File: config.mk
export PLATFORM = sky130hd
export DESIGN_NAME = uart_receiver
export DESIGN_NICKNAME = d
export VERILOG_FILES = /design/src/rtl/uart_pkg.sv /design/src/rtl/uart_rx_fifo.sv /design/src/rtl/uart_receiver.sv
export SDC_FILE = /design/constraint.sdc
export NUM_CORES = 1
export LEC_CHECK = 0
export CORE_ASPECT_RATIO = 0.7
export CORE_MARGIN = 2
export CORE_UTILIZATION = 30
export CTS_BUF_LIST = sky130_fd_sc_hd__clkbuf_4
export CTS_CLUSTER_SIZE = 24
export DETAILED_ROUTE_END_ITERATION = 10
export HOLD_SLACK_MARGIN = 0.12
export PLACE_DENSITY_LB_ADDON = 0.05
export SLEW_MARGIN = 5
export SYNTH_ARGS = -nofsm -noshare
export SYNTH_HDL_FRONTEND = slang
export SYNTH_SLANG_ARGS = --single-unit
export TNS_END_PERCENT = 30
File: constraint.sdc
create_clock -name clk -period 2.4 [get_ports clk]
set_clock_uncertainty 0.15 [all_clocks]
set_input_delay 0.24 -clock clk [delete_from_list [all_inputs] [get_ports clk]]
set_output_delay 0.24 -clock clk [all_outputs]
set_load 0.01 [all_outputs]
File: src/rtl/uart_pkg.sv
// Shared UART definitions: payload and counter widths, receiver FSM encoding.
package uart_pkg;

  localparam int unsigned UART_PAYLOAD_BITS = 8;
  localparam int unsigned UART_COUNT_LEN    = 16;

  typedef logic [UART_PAYLOAD_BITS-1:0] uart_byte_t;

  typedef enum logic [2:0] {
    RX_WAIT_HIGH,
    RX_IDLE,
    RX_START,
    RX_DATA,
    RX_STOP
  } rx_state_e;

endpackage

File: src/rtl/uart_rx_fifo.sv
// First-word-fall-through byte FIFO for received UART data.
module uart_rx_fifo
  import uart_pkg::*;
#(
  parameter int unsigned DEPTH = 4
) (
  input  logic       clk,
  input  logic       resetn,
  input  logic       push,
  input  uart_byte_t push_data,
  input  logic       pop,
  output uart_byte_t head,
  output logic       empty,
  output logic       full
);

  localparam int unsigned AW = $clog2(DEPTH);

  logic [AW:0] wr_ptr;
  logic [AW:0] rd_ptr;
  uart_byte_t  mem [DEPTH];
  logic        do_push;
  logic        do_pop;

  // Extra MSB on each pointer tells full from empty when the indices match.
  assign empty   = (wr_ptr == rd_ptr);
  assign full    = (wr_ptr == {~rd_ptr[AW], rd_ptr[AW-1:0]});
  assign do_pop  = pop && !empty;
  assign do_push = push && (!full || do_pop);
  assign head    = empty ? '0 : mem[rd_ptr[AW-1:0]];

  // Pointer update; a pop on a full FIFO frees the slot the push lands in.
  always_ff @(posedge clk) begin
    if (!resetn) begin
      wr_ptr <= '0;
      rd_ptr <= '0;
    end else begin
      if (do_push) wr_ptr <= wr_ptr + (AW+1)'(1);
      if (do_pop)  rd_ptr <= rd_ptr + (AW+1)'(1);
    end
  end

  // Storage write; contents are don't-care while empty.
  always_ff @(posedge clk) begin
    if (do_push) mem[wr_ptr[AW-1:0]] <= push_data;
  end

endmodule

File: src/rtl/uart_receiver.sv
// 8N1 UART receiver: rxd synchronizer, bit-timing FSM, shift register, receive FIFO.
module uart_receiver
  import uart_pkg::*;
#(
  parameter int unsigned FIFO_DEPTH  = 4,
  parameter int unsigned SYNC_STAGES = 2
) (
  input  logic                         clk,
  input  logic                         resetn,
  input  logic                         uart_rxd,
  input  logic [UART_COUNT_LEN-1:0]    cycles_per_bit,
  output logic [UART_PAYLOAD_BITS-1:0] rx_data,
  output logic                         rx_valid,
  input  logic                         rx_ready,
  output logic                         rx_frame_err,
  output logic                         rx_overrun,
  output logic                         rx_busy
);

  localparam int unsigned BIT_CNT_W = $clog2(UART_PAYLOAD_BITS);
  localparam logic [BIT_CNT_W-1:0] LAST_BIT = BIT_CNT_W'(UART_PAYLOAD_BITS - 1);

  logic [SYNC_STAGES-1:0]    sync;
  logic [SYNC_STAGES-1:0]    settle;
  logic                      rxs;
  rx_state_e                 state;
  logic [UART_COUNT_LEN-1:0] cpb;
  logic [UART_COUNT_LEN-1:0] cnt;
  logic [BIT_CNT_W-1:0]      bit_cnt;
  uart_byte_t                shift;
  logic                      push_c;
  logic                      fifo_empty;
  logic                      fifo_full;
  uart_byte_t                fifo_head;

  assign rxs = sync[SYNC_STAGES-1];

  // Synchronizer chain; settle marks when reset's preset ones have flushed out.
  always_ff @(posedge clk) begin
    if (!resetn) begin
      sync   <= '1;
      settle <= '0;
    end else begin
      sync   <= {sync[SYNC_STAGES-2:0], uart_rxd};
      settle <= {settle[SYNC_STAGES-2:0], 1'b1};
    end
  end

  // Good stop bit: hand the assembled byte to the FIFO.
  assign push_c = (state == RX_STOP) && (cnt == cpb) && rxs;

  // Frame FSM with bit timing, data shift and registered status outputs.
  always_ff @(posedge clk) begin
    if (!resetn) begin
      state        <= RX_WAIT_HIGH;
      cpb          <= '0;
      cnt          <= '0;
      bit_cnt      <= '0;
      shift        <= '0;
      rx_frame_err <= 1'b0;
      rx_overrun   <= 1'b0;
      rx_busy      <= 1'b0;
    end else begin
      rx_frame_err <= 1'b0;
      rx_overrun   <= 1'b0;
      case (state)
        RX_WAIT_HIGH: begin
          // Only trust a high line once real samples have reached rxs.
          if (rxs && settle[SYNC_STAGES-1]) state <= RX_IDLE;
        end
        RX_IDLE: begin
          if (!rxs) begin
            cpb     <= cycles_per_bit;
            cnt     <= '0;
            state   <= RX_START;
            rx_busy <= 1'b1;
          end
        end
        RX_START: begin
          if (cnt == (cpb >> 1)) begin
            if (!rxs) begin
              cnt     <= '0;
              bit_cnt <= '0;
              state   <= RX_DATA;
            end else begin
              state   <= RX_IDLE;
              rx_busy <= 1'b0;
            end
          end else begin
            cnt <= cnt + UART_COUNT_LEN'(1);
          end
        end
        RX_DATA: begin
          if (cnt == cpb) begin
            shift   <= {rxs, shift[UART_PAYLOAD_BITS-1:1]};
            cnt     <= '0;
            bit_cnt <= bit_cnt + BIT_CNT_W'(1);
            if (bit_cnt == LAST_BIT) state <= RX_STOP;
          end else begin
            cnt <= cnt + UART_COUNT_LEN'(1);
          end
        end
        RX_STOP: begin
          if (cnt == cpb) begin
            cnt     <= '0;
            rx_busy <= 1'b0;
            if (rxs) begin
              // A pop in the same cycle makes room, so only a stalled full FIFO drops.
              rx_overrun <= fifo_full && !rx_ready;
              state      <= RX_IDLE;
            end else begin
              rx_frame_err <= 1'b1;
              state        <= RX_WAIT_HIGH;
            end
          end else begin
            cnt <= cnt + UART_COUNT_LEN'(1);
          end
        end
        default: begin
          state   <= RX_WAIT_HIGH;
          rx_busy <= 1'b0;
        end
      endcase
    end
  end

  uart_rx_fifo #(
    .DEPTH(FIFO_DEPTH)
  ) u_fifo (
    .clk       (clk),
    .resetn    (resetn),
    .push      (push_c),
    .push_data (shift),
    .pop       (rx_ready),
    .head      (fifo_head),
    .empty     (fifo_empty),
    .full      (fifo_full)
  );

  assign rx_valid = !fifo_empty;
  assign rx_data  = fifo_head;

endmodule

Word level (Yosys, flattened, before mapping)
Memory sizes are Yosys's and may differ from the RTL's. A register that Yosys moved wholly into a read port is not among the register bits.
Cells that the tools add are included.

storage, ports and cells
  flip-flop bits (word level) = 59
  RAM bits = 32
  input bits = 20
  output and inout bits = 12
  word-level logic and storage cells = 89
  memories = 1

cells by class
  add/subtract/negate cells = 4
  equality and inequality tests = 17
  muxes and demuxes = 29
  bitwise gates (word level) = 3
  reductions and logical operators = 22

memory list
  memory      words  width  read ports  clocked after Yosys merged registers in  write ports  line                RTL
  u_fifo.mem  4      8      1           1                                        1            uart_rx_fifo.sv:21  uart_byte_t mem [DEPTH];

operators with widths
  kind                                                  count
  2-to-1 mux 16 bit                                     3
  one-hot mux 16 bit (3 select lines)                   1
  2-to-1 mux 3 bit                                      9
  adder 16 x 1 -> 16 bit (second input constant)        1
  equality test 16 x 15 -> 1 bit                        1
  equality test 16 bit                                  1
  one-hot mux 3 bit (5 select lines)                    1
  != test 2 bit (second input constant)                 7
  adder 3 x 1 -> 3 bit (second input constant)          3
  2-to-1 mux 1 bit                                      9
  2-to-1 mux 8 bit                                      1
  AND reduction 4 bit                                   2
  equality test 3 x 2 -> 1 bit (second input constant)  2
  equality test 3 bit                                   2
  equality test 3 bit (second input constant)           2
  logical AND 1 bit                                     6
  2-to-1 mux 2 bit                                      3
  one-hot mux 3 bit (2 select lines)                    1
  AND reduction 6 bit                                   1
  AND reduction 5 bit                                   1
  one-hot mux 1 bit (4 select lines)                    1
  AND reduction 2 bit                                   2
  OR reduction 2 bit                                    2
  equality test 3 x 1 -> 1 bit (second input constant)  1
  other kinds (8)                                       12

Depth between registers and ports, before layout
Gate-level depths: netlist of the first run.

  depth in word-level cells = 7
  mapped depth = 8
  gate-level depth less buffers = 7

Cells and area by module
A second synthesis of the first run with hierarchy kept.

unflattened totals
  cells, all modules = 450
  area total of the unflattened synthesis = 4531.8 um^2

by module, submodules not included
  module         times used  cells an instance  area each (um^2)  seq. area each (um^2)
  uart_receiver  1           347                2836.5            1061.0
  uart_rx_fifo   1           103                1695.4            1121.1

Worst setup path before layout of the first run
OpenSTA, ideal clock, no wires.

  path type = flip-flop to flip-flop
  start point = register cnt[6]
  end point = memory u_fifo.mem[0][0] (netlist name), enable pin
  setup time = 0.332 ns
  arrival time = 1.637 ns
  setup slack = 0.281 ns
  stages on the path, launching flop included = 7
  path buffers = 2
  period minus slack after synthesis = 2.119 ns
  cells stage by stage = dfxtp_1 -> buf_6 -> xnor2_2 -> nand4_2 -> nor4_4 -> buf_4 -> and3_1

between the ends
  cells in the longest elaborated chain, start to end = 6

ends and longest elaborated chain
  item                                    line                  RTL
  start: declaration                      uart_receiver.sv:28   logic [UART_COUNT_LEN-1:0] cnt;
  start signal: assignment                uart_receiver.sv:90   cnt <= cnt + UART_COUNT_LEN'(1);
  start signal: assignment                uart_receiver.sv:100  cnt <= cnt + UART_COUNT_LEN'(1);
  start signal: assignment                uart_receiver.sv:116  cnt <= cnt + UART_COUNT_LEN'(1);
  equality test 16 bit                    uart_receiver.sv:50   assign push_c = (state == RX_STOP) && (cnt == cpb) && rxs;
  logical AND 1 bit (2 in a row)          uart_receiver.sv:50
  logical AND 1 bit                       uart_rx_fifo.sv:29    assign do_push = push && (!full || do_pop);
  2-to-1 mux 1 bit                        uart_rx_fifo.sv:45    if (do_push) mem[wr_ptr[AW-1:0]] <= push_data;
  2-to-1 mux 1 bit (not written as such)  uart_rx_fifo.sv:45
  end: declaration                        uart_rx_fifo.sv:21

No other way between the ends.

Worst setup path in the final report of the first run
  start point = register cnt[0]
  end point = register cnt[10]

between the ends
  cells in the longest elaborated chain, start to end = 3
  elaborated cells between the ends (all ways) = 6
  those cells by class = add/sub (1); eq/ne (2); mux (3)

ends and longest elaborated chain
  item                                                  line                                                             RTL
  adder 16 x 1 -> 16 bit, or another cell as far along  uart_receiver.sv:90, uart_receiver.sv:100, uart_receiver.sv:116
  2-to-1 mux 16 bit, on equally long branches           uart_receiver.sv:94, uart_receiver.sv:104, uart_receiver.sv:80
  one-hot mux 16 bit (3 select lines) *                 uart_receiver.sv:66                                              case (state)

Mark *: on every way between the ends. The rest lies on a longest branch, timed or not.
A chain may end at the register's enable or synchronous reset.

==> results of run 1 <==
## cell type report
| type | count | share of cell area [%] |
|---|---|---|
| clock buffer | 9 | 1.239 |
| clock inverter | 7 | 1.171 |
| inverter | 9 | 0.6197 |
| multi-input combinational | 312 | 39.80 |
| sequential | 93 | 40.28 |
| tap | 195 | 4.476 |
| timing repair buffer | 69 | 12.42 |
## cells in the mapped netlist (9+ instances only)
library cell / number
edfxtp_1: 32
nor3_1: 9
o221ai_1: 9
xnor2_1: 18
dfxtp_1: 61
nand2_1: 54
and3_1: 9
nor2b_1: 14
a21oi_1: 24
clkbuf_1: 10
mux2i_1: 9
xor2_1: 19
nor2_1: 35
buf_2: 9
nand3_1: 23
## power breakdown
| group | leakage [nW] | switching (W) | total, W | internal (W) |
|---|---|---|---|---|
| clock | 0.0670 | 0.000601 | 0.000837 | 0.000237 |
| sequential | 0.794 | 0.00000792 | 0.00163 | 0.00162 |
| combinational | 1.20 | 0.0000824 | 0.000157 | 0.0000744 |
## per-stage QoR
| stage | utilization [%] | power, W | hold slack, ps | setup WS, ps |
|---|---|---|---|---|
| after global placement | 35.41 | 0.001823 | 255.1 | -12.57 |
| after detailed placement | 35.41 | 0.001822 | 270.1 | -37.07 |
| after floorplan | - | 0.001749 | 117.7 | 281.4 |
| final | 36.91 | 0.002627 | 160.6 | 98.27 |
| after global routing | 36.91 | 0.002742 | 128.7 | 2.906 |
| after CTS | 36.40 | 0.002666 | 124.9 | 3.068 |
## registers in the layout, summed over array words and instances (netlist names), named ones only
name           cells
rx_busy            1
bit_cnt            3
sync               2
rx_overrun         1
u_fifo.rd_ptr      3
cpb               16
cnt               16
shift              8
u_fifo.mem        32
u_fifo.wr_ptr      3
state              3
rx_frame_err       1
settle             2
## routing by layer
metal | GRT usage [%] | up-vias | share of wire (%)
met5 | 0 | - | 0
met4 | 3.405 | 0 | 0.37
met3 | 3.191 | 2 | 4.6
met2 | 18.36 | 69 | 36
met1 | 24.93 | 1533 | 59
li1 | - | 1661 | -
## timing repair
item / 4_1_cts / 5_1_grt
resized for setup: 16 / 13
buffers inserted: 0 / 1
hold endpoints to repair: 0 / 0
setup endpoints to repair: 13 / 7
pin swaps: 0 / 0
## cell families (layout without fill, tap and decap cells)
| family | count (synthesis) | after routing | share of synthesized area, % |
|---|---|---|---|
| buf+inv | 42 | 94 | 5.685 |
| flops | 93 | 93 | 47.90 |
| mux | 17 | 17 | 5.932 |
| xor+xnor | 41 | 41 | 8.542 |
| fa+ha+maj | 8 | 8 | 2.197 |
| compound gates | 63 | 63 | 9.531 |
| simple gates | 183 | 183 | 20.21 |
## worst reg2reg max path, delay by kind of cell (launching register included)
family	cells	cell delay [ps]
AOI/OAI and AO/OA	1	190
buffers and inverters	1	190
and+or+nand+nor	5	1020
adders and majority gates	1	230
DFF	1	460
## layout by cell type, fill, tap and decap left out, drive strengths merged, types with 3 or more instances in the layout
master	n
a21oi	25
and2	12
and3	11
buf	38
clkbuf	9
clkdlybuf4s50	23
dfxtp	61
dlygate4sd2	8
edfxtp	32
ha	8
inv	13
mux2i	9
mux4	8
nand2	54
nand2b	4
nand3	23
nand4	7
nor2	35
nor2b	14
nor3	9
nor4	5
o211ai	5
o21ai	11
o221ai	9
or3	3
xnor2	22
xor2	19
## how the worst max path moves through the flow
stage / from / slack, ps / endpoint / cells after the start
4_1_cts: u_fifo.wr_ptr[1] / 3 / rx_valid / 6
3_5_place_dp: cnt[6] / -40 / cnt[10] / 7
6_report: cnt[0] / 100 / cnt[10] / 8
5_1_grt: u_fifo.wr_ptr[0] / 3 / rx_valid / 6
2_1_floorplan: cnt[6] / 280 / u_fifo.mem[0][0] / 6
3_3_place_gp: cnt[1] / -10 / cnt[10] / 7
==> metrics.yaml, run 1 <==
run_status:
  status: "finished clean"
cts:
  htree_levels: 3
  cts_hold_buf: 0
  clock-sinks: 93
  clk_pin_slew_worst_paths_ps: 180
  cts_max_path_buffers: 2
  cts_made_buffers: 9
  cts_tree: "done"
  root_buffer: "clkbuf_4"
  insertion_delay_ps: 460
worst_hold_path:
  whs_path_depth: 3
  hold_class: "input port to flop"
  min_to: "cpb[15]"
  min_from: "cycles_per_bit[15]"
drt:
  antenna_left: 0
  via_per_inst: 4.705
  via_count: 3265
  drt-pass1-iter-count: 4
  wl_mm: 11.36
  wl_per_cell_um: 16.37
  drc: 0
  drt-initial-drc-count: 173
run:
  drv_cap: 0
cells_and_area:
  drive_gt1_share_pct: 19.84
  stdcell_area_um2: 5451
  regArea_um2: 2196
  fill_cells: 1476
  finalNetCount: 522
  syn_to_final_growth_pct: 19.66
  antenna_cells: 0
  final-instance-count-excl-fill: 694
  multi_input_area_um2: 2170
synth:
  syn_area_per_cell_um2: 10.19
  synth_cell_types: 55
  ys.flop_type: "dfxtp_1"
  synth.area.top_cells: "dfxtp_1 27%, edfxtp_1 21%, nand2_1 4.4%"
  syn_nets: 475
  syn_inst: 447
  async_flop_share_pct: 0
  netlist.area_leader.share_pct: 26.81
  ys_ff_latch: 93
  synth_area_um2: 4556
  ys_seq_area_share_pct: 47.90
  yosysWarnings: 0
  yosysTopAreaCell: "dfxtp_1"
  synth_edf_count: 32
global_route:
  grt_overflow_total: 0
  grt_start_max_net_pins: 32
  antenna_found_initial: 0
  grt_usage_pct: 14.83
  grt_pass1_wl_mm: 17.74
  grt_pass1_vias: 3094
setup_path:
  rr_startpoint: "cnt[0]"
  required_ps: 2640
  critPathMaxFanout: 5
  crit_path_frequent_cell: "and3_1"
  cpPeakStageDelay_ps: 460
  crit_arrival_ps: 2540
  critPathTopFamily: "simple AND/OR/NAND/NOR gates"
  slowest_stage: "dfxtp_1"
  critPathLaunchType: "flop"
  r2r_slack_ps: 100
  crit_chain: "buf_4 > ha_1 > and3_1 > and3_1 > and3_2 > nand3_1 > or2_2 > o211ai_1"
  crit_path_end_kind: "flop"
  crit_type: "flop to flop"
  r2r-end: "cnt[10]"
  crit_buf_inv: 1
  rr_worst_depth: 8
sta:
  slew_headroom_pct: 60.73
  max_clock_freq_mhz: 434.5
  fin_crit_sh_pct: 95.91
  tightest_slew_ps: 589.0
  hold_viol: 0
  fin_tns_setup_ps: 0
  drv_slew: 0
  setup_viol: 0
  fin_crit_ps: 2302
  rsz0062_at_grt: "no"
floorplanning:
  die_x_um: 151.3
  start_util_pct: 30.85
  coreArea_um2: 14770
  rows: 37
  io_pins: 32
  fp.dieH_um: 107.1
  die-area_um2: 16200
power_and_ir_drop:
  powerDensity_nw_per_um2: 481.8
  leakage_nw: 2.058
  ir_worst_vdd_mv: 0.2196
placed_design:
  placed_area_um2: 5230
  dp_hpwl_mm: 8.275
  port_buffers: 31
  place_inst: 677
  place.gp.congestion: 0.7748
No activity file was read; power rests on OpenSTA's default activity.
==> run 2, diff against run 1 <==
Settings changed: CORE_ASPECT_RATIO 0.7 to not set.
==> metrics.yaml, run 2 (synthesized netlist as in run 1, its figures left out) <==
run_status:
  status: "finished clean"
cts:
  insertion_delay_ps: 470  # about the same
  cts_max_path_buffers: 2  # unchanged
  cts_tree: "done"
  cts_made_buffers: 9  # unchanged
  clock-sinks: 93  # unchanged
  root_buffer: "clkbuf_4"
  htree_levels: 3  # unchanged
  clk_pin_slew_worst_paths_ps: 150  # -30 ps
floorplanning:
  die-area_um2: 16190  # about the same
  rows: 45  # +22%
  fp.dieH_um: 127.2  # +19%
  coreArea_um2: 15030  # +1.8%
  io_pins: 32  # unchanged
  start_util_pct: 30.30  # -0.54 points
  die_x_um: 127.2  # -16%
power_and_ir_drop:
  internal-power_w: 0.001930  # -0.32%
  leakage_nw: 2.048  # -0.47%
  netSwitchingPower_w: 0.0006542  # -5.3%
  p_total_w: 0.002584  # -1.6%
  ir_worst_vdd_mv: 0.1833  # -17%
  clockPowerShare_pct: 30.4  # -1.5 points
  powerDensity_nw_per_um2: 473.8  # -1.7%
  swShare_pct: 25.32  # -0.99 points
  p_seq_share_pct: 63.2  # +1.0 points
  comb_power_share_pct: 6.4  # +0.4 points
setup_path:
  crit_start: "u_fifo.wr_ptr[2]"
  cpPeakStageDelay_ps: 520  # +60 ps
  crit_path_end_kind: "output port"
  slowest_stage: "clkdlybuf4s50_1"
  required_ps: 2010  # -630 ps
  crit_arrival_ps: 1910  # -630 ps
  rr_worst_depth: 8  # unchanged
  critPathMaxFanout: 9  # +4
  r2r-end: "cnt[10]"
  crit_chain: "xor2_2 > nor2_2 > buf_6 > inv_1 > clkdlybuf4s50_1"
  endpoint: "rx_valid"
  r2r_slack_ps: 150  # +50 ps
  rr_startpoint: "cnt[9]"
  critPathLaunchType: "flop"
  crit_type: "flop to output port"
sta:
  max_clock_freq_mhz: 434.1  # about the same
  fin_crit_ps: 2304  # +2.015 ps
  setup_viol: 0  # unchanged
  whs_ps: 168.5  # +7.956 ps
  slew_headroom_pct: 60.69  # about the same
  fin_ws_ps: 96.26  # -2.015 ps
  tightest_slew_ps: 589.7  # +0.7016 ps
  drv_slew: 0  # unchanged
  rsz0062_at_grt: "yes"
  hold_viol: 0  # unchanged
  fin_crit_sh_pct: 95.99  # about the same
cells_and_area:
  fill_cells: 1546  # +4.7%
  finalNetCount: 525  # +0.57%
  stdcell_area_um2: 5453  # about the same
  layout_common_cells: "54 x nand2_1, 52 x dfxtp_1, 34 x nor2_1"
  final_common_cell: "nand2_1"
  final_util_pct: 36.27  # -0.64 points
  drive_gt1_share_pct: 18.73  # -1.1 points
  regArea_um2: 2196  # unchanged
  syn_to_final_growth_pct: 19.69  # about the same
  multi_input_area_um2: 2165  # -0.23%
  largest_reg_flops: 32  # unchanged
placed_design:
  placed_area_um2: 5134  # -1.8%
  place_ws_ps: 39.25  # +76.33 ps
  dp_hpwl_mm: 7.957  # -3.8%
  port_buffers: 31  # unchanged
  place.gp.congestion: 0.7690  # -0.75%
drt:
  wl_mm: 11.24  # -1.1%
  via_count: 3368  # +3.2%
  antenna_left: 0  # unchanged
  drt-pass1-iter-count: 4  # unchanged
  via_per_inst: 4.874  # +3.6%
  drt-initial-drc-count: 105  # -39%
  drc: 0  # unchanged
  wl_per_cell_um: 16.26  # -0.65%
global_route:
  grt_overflow_total: 0  # unchanged
  grt_pass1_wl_mm: 18.11  # +2.1%
  antenna_found_initial: 1  # +1
  grt_usage_pct: 14.74  # -0.087 points
  grt_start_max_net_pins: 23  # -28%
  grt_pass1_vias: 3292  # +6.4%
run:
  drv_cap: 0  # unchanged
worst_hold_path:
  hold_class: "input port to flop"
## run 2: layer usage
metal	GRT usage, %	vias up	share of wire, %	wire [µm]
met3	2.261	15	3.0	332
met5	0	-	0	0
met2	24.13	63	48	5410
met4	7.111	0	2.7	302
li1	-	1670	-	-
met1	19.16	1620	46	5189
## run 2: metrics by stage
step	TNS [ps]	cells
floorplan	0	447
global placement	0	660
detailed placement	0	660
CTS	0	686
global route	-8.920	691
finish	0	691
## run 2: layout make-up
class	count	share of cell area (%)
diodes	1	0.04589
clock inverters	6	0.7343
well taps	188	4.314
repair buffers	72	12.94
clock buffers	10	1.377
multi-input cells	312	39.70
flip-flops and latches	93	40.27
inverters	9	0.6196
## run 2: worst min path at each step
stage,from,end,cells past startpoint
floorplan,resetn,settle[0],0
detailed placement,sync[0],sync[1],1
finish,cycles_per_bit[3],cpb[3],3
global route,cycles_per_bit[3],cpb[3],3
CTS,cycles_per_bit[10],cpb[10],3
global placement,sync[0],sync[1],1
## run 2: worst max-delay path: cells and delay by family (launching register included)
family	cells	cell delay, ps
flip-flops	1	450
buffers and inverters	3	710
AND/OR/NAND/NOR	1	60
XOR/XNOR	1	230
## run 2: repair_timing
action                                  4_1_cts  5_1_grt
endpoints found under the setup margin       11        8
pin swaps                                     1        1
hold buffers                                  9        0
resized for setup                            21       11
hold endpoints to repair                      9        0
buffers inserted                              1        4
## run 2: power groups by stage
stage               clock network, W  registers, W   logic, W
floorplan                          0       0.00166  0.0000839
global placement                   0       0.00167   0.000154
detailed placement                 0       0.00167   0.000154
CTS                         0.000842       0.00163   0.000167
global route                0.000891       0.00163   0.000181
finish                      0.000785       0.00163   0.000166
==> run 3, diff against run 2 <==
--- a/config.mk
+++ b/config.mk
@@ -7,3 +7,3 @@
 export LEC_CHECK = 0
-export CORE_MARGIN = 2
+export CORE_MARGIN = 4
 export CORE_UTILIZATION = 30
@@ -18,2 +18 @@
 export SYNTH_SLANG_ARGS = --single-unit
-export TNS_END_PERCENT = 30
--- a/constraint.sdc
+++ b/constraint.sdc
@@ -4,2 +4,2 @@
 set_output_delay 0.24 -clock clk [all_outputs]
-set_load 0.01 [all_outputs]
+set_load 0.02 [all_outputs]
==> metrics.yaml, run 3 (synthesized netlist as in run 1, its figures left out) <==
drt:
  wl_mm: 11.29  # +0.45%
  wl_per_cell_um: 16.33  # +0.45%
  wl_met2_mm: 5.625  # +4.0%
  wl_met3_um: 255  # -23%
  drc: 0  # unchanged
  drt-initial-drc-count: 137  # +30%
  via_per_inst: 4.876  # about the same
  top_layer: "met4"
  antenna_left: 0  # unchanged
  drt-pass1-iter-count: 4  # unchanged
  via_count: 3369  # +0.030%
  drt-met1-wl_mm: 5.225  # +0.69%
setup_path:
  r2r_slack_ps: 110  # -40 ps
  cp.depth: 4  # -1
  slowest_stage: "mux4_2"
  critPathTopFamily: "multiplexers"
  rr_worst_depth: 8  # unchanged
  critPathLaunchType: "flop"
  crit_path_end_kind: "output port"
  r2r-end: "cnt[7]"
  cpPeakStageDelay_ps: 500  # -20 ps
  rr_startpoint: "cnt[8]"
  crit_buf_inv: 2  # -1
  required_ps: 2010  # about the same
  critPathMaxFanout: 8  # -1
  crit_arrival_ps: 1910  # about the same
  crit_type: "flop to output port"
  crit_chain: "buf_12 > mux4_2 > nor2b_1 > clkdlybuf4s15_1"
floorplanning:
  fp.dieH_um: 131.2  # +3.1%
  io_pins: 32  # unchanged
  start_util_pct: 30.99  # +0.69 points
  die-area_um2: 17220  # +6.4%
  rows: 44  # -2.2%
  die_x_um: 131.2  # +3.1%
  coreArea_um2: 14700  # -2.2%
worst_hold_path:
  min_from: "cycles_per_bit[2]"
  hold_class: "input port to flop"
  min_to: "cpb[2]"
  whs_path_depth: 3  # unchanged
power_and_ir_drop:
  netSwitchingPower_w: 0.0006923  # +5.8%
  ir_worst_vdd_mv: 0.1955  # +6.7%
  comb_power_share_pct: 6.4  # about the same
  leakage_nw: 2.040  # -0.42%
  p_seq_share_pct: 61.7  # -1.5 points
  internal-power_w: 0.001955  # +1.3%
  clockPowerShare_pct: 31.9  # +1.5 points
  powerDensity_nw_per_um2: 488.6  # +3.1%
  swShare_pct: 26.15  # +0.83 points
sta:
  drv_slew: 0  # unchanged
  fin_ws_ps: 103.9  # +7.673 ps
  hold_viol: 0  # unchanged
  setup_viol: 0  # unchanged
  max_clock_freq_mhz: 435.5  # +0.33%
  fin_crit_sh_pct: 95.67  # -0.32 points
  slew_headroom_pct: 59.17  # -1.5 points
  fin_tns_setup_ps: 0  # unchanged
  tightest_slew_ps: 612.4  # +22.70 ps
  fin_crit_ps: 2296  # -7.673 ps
cts:
  cts_made_buffers: 9  # unchanged
  clk_pin_slew_worst_paths_ps: 160  # about the same
  root_buffer: "clkbuf_4"
  insertion_delay_ps: 480  # about the same
  htree_levels: 3  # unchanged
  cts_max_path_buffers: 2  # unchanged
  cts_tree: "done"
  clock-sinks: 93  # unchanged
global_route:
  grt_pass1_wl_mm: 18.29  # +0.99%
  grt_usage_pct: 13.50  # -1.2 points
  antenna_found_initial: 1  # unchanged
  grt_start_max_net_pins: 22  # -4.3%
  grt_pass1_vias: 3328  # +1.1%
  grt_overflow_total: 0  # unchanged
cells_and_area:
  largest_reg_flops: 32  # unchanged
  drive_gt1_share_pct: 18.58  # -0.15 points
  final_common_cell: "dfxtp_1"
  final-instance-count-excl-fill: 691  # unchanged
  layout_common_cells: "55 x dfxtp_1, 54 x nand2_1, 35 x nor2_1"
  finalNetCount: 529  # +0.76%
  syn_to_final_growth_pct: 18.95
  fill_cells: 1503  # -2.8%
  final_util_pct: 36.87  # +0.59 points
placed_design:
  place.gp.congestion: 0.7756  # +0.86%
  place_inst: 660  # unchanged
  port_buffers: 31  # unchanged
  place_ws_ps: -22.16  # -61.42 ps
  dp_hpwl_mm: 8.134  # +2.2%
run:
  drv_cap: 0  # unchanged
run_status:
  status: "finished clean"
[run 3: power by group through the flow]
stage	clock network [W]	registers (W)	logic [W]
after floorplan	0	0.00167	0.0000839
after global placement	0	0.00167	0.000154
after detailed placement	0	0.00167	0.000153
after CTS	0.000897	0.00164	0.000169
after global routing	0.000961	0.00164	0.000183
final	0.000844	0.00163	0.000168
[run 3: timing repair]
action                                  CTS  global route
resized for setup                        20            12
endpoints found under the setup margin   16            21
gates cloned                              0             0
endpoints found under the hold margin     9             0
pin swaps                                 2             1
hold buffers                              9             0
buffers inserted                          2             3
[run 3: area by class of cell]
cell class,instances,area [µm²],share of cell area [%]
Antenna cell,1,2.502,0.04618
Clock buffer,10,75.07,1.385
Clock inverter,6,55.05,1.016
Tap cell,184,230.2,4.248
Sequential cell,93,2190,40.41
Timing Repair Buffer,76,684.4,12.63
Multi-Input combinational cell,312,2148,39.64
Inverter,9,33.78,0.6234
[run 3: metal layers]
metal | vias to the layer above | global-route usage, %
met5 | - | 0
met4 | 0 | 5.426
met3 | 12 | 2.370
met2 | 45 | 23.10
met1 | 1643 | 16.96
li1 | 1669 | -
[run 3: worst max-delay path by stage]
stage | endpoint | slack [ps]
after floorplan | u_fifo.mem[0][0] | 280
after global placement | cnt[10] | 5
after detailed placement | cnt[10] | -20
after CTS | rx_data[7] | 0.4
after global routing | rx_valid | -8
final | rx_data[4] | 100
[run 3: tightest hold or removal path, stage by stage]
cell	delay [ps]
clkdlybuf4s50_1	410
nand2_1	60
a21oi_1	50
[run 3: stage by stage]
stage / total power, W / hold WS [ps] / cell area, µm²
detailed placement: 0.001823 / 245.1 / 5109
global placement: 0.001823 / 241.5 / 5109
CTS: 0.002702 / 122.1 / 5373
global route: 0.002780 / 147.7 / 5419
floorplan: 0.001749 / 117.7 / 4556
finish: 0.002648 / 161.7 / 5419
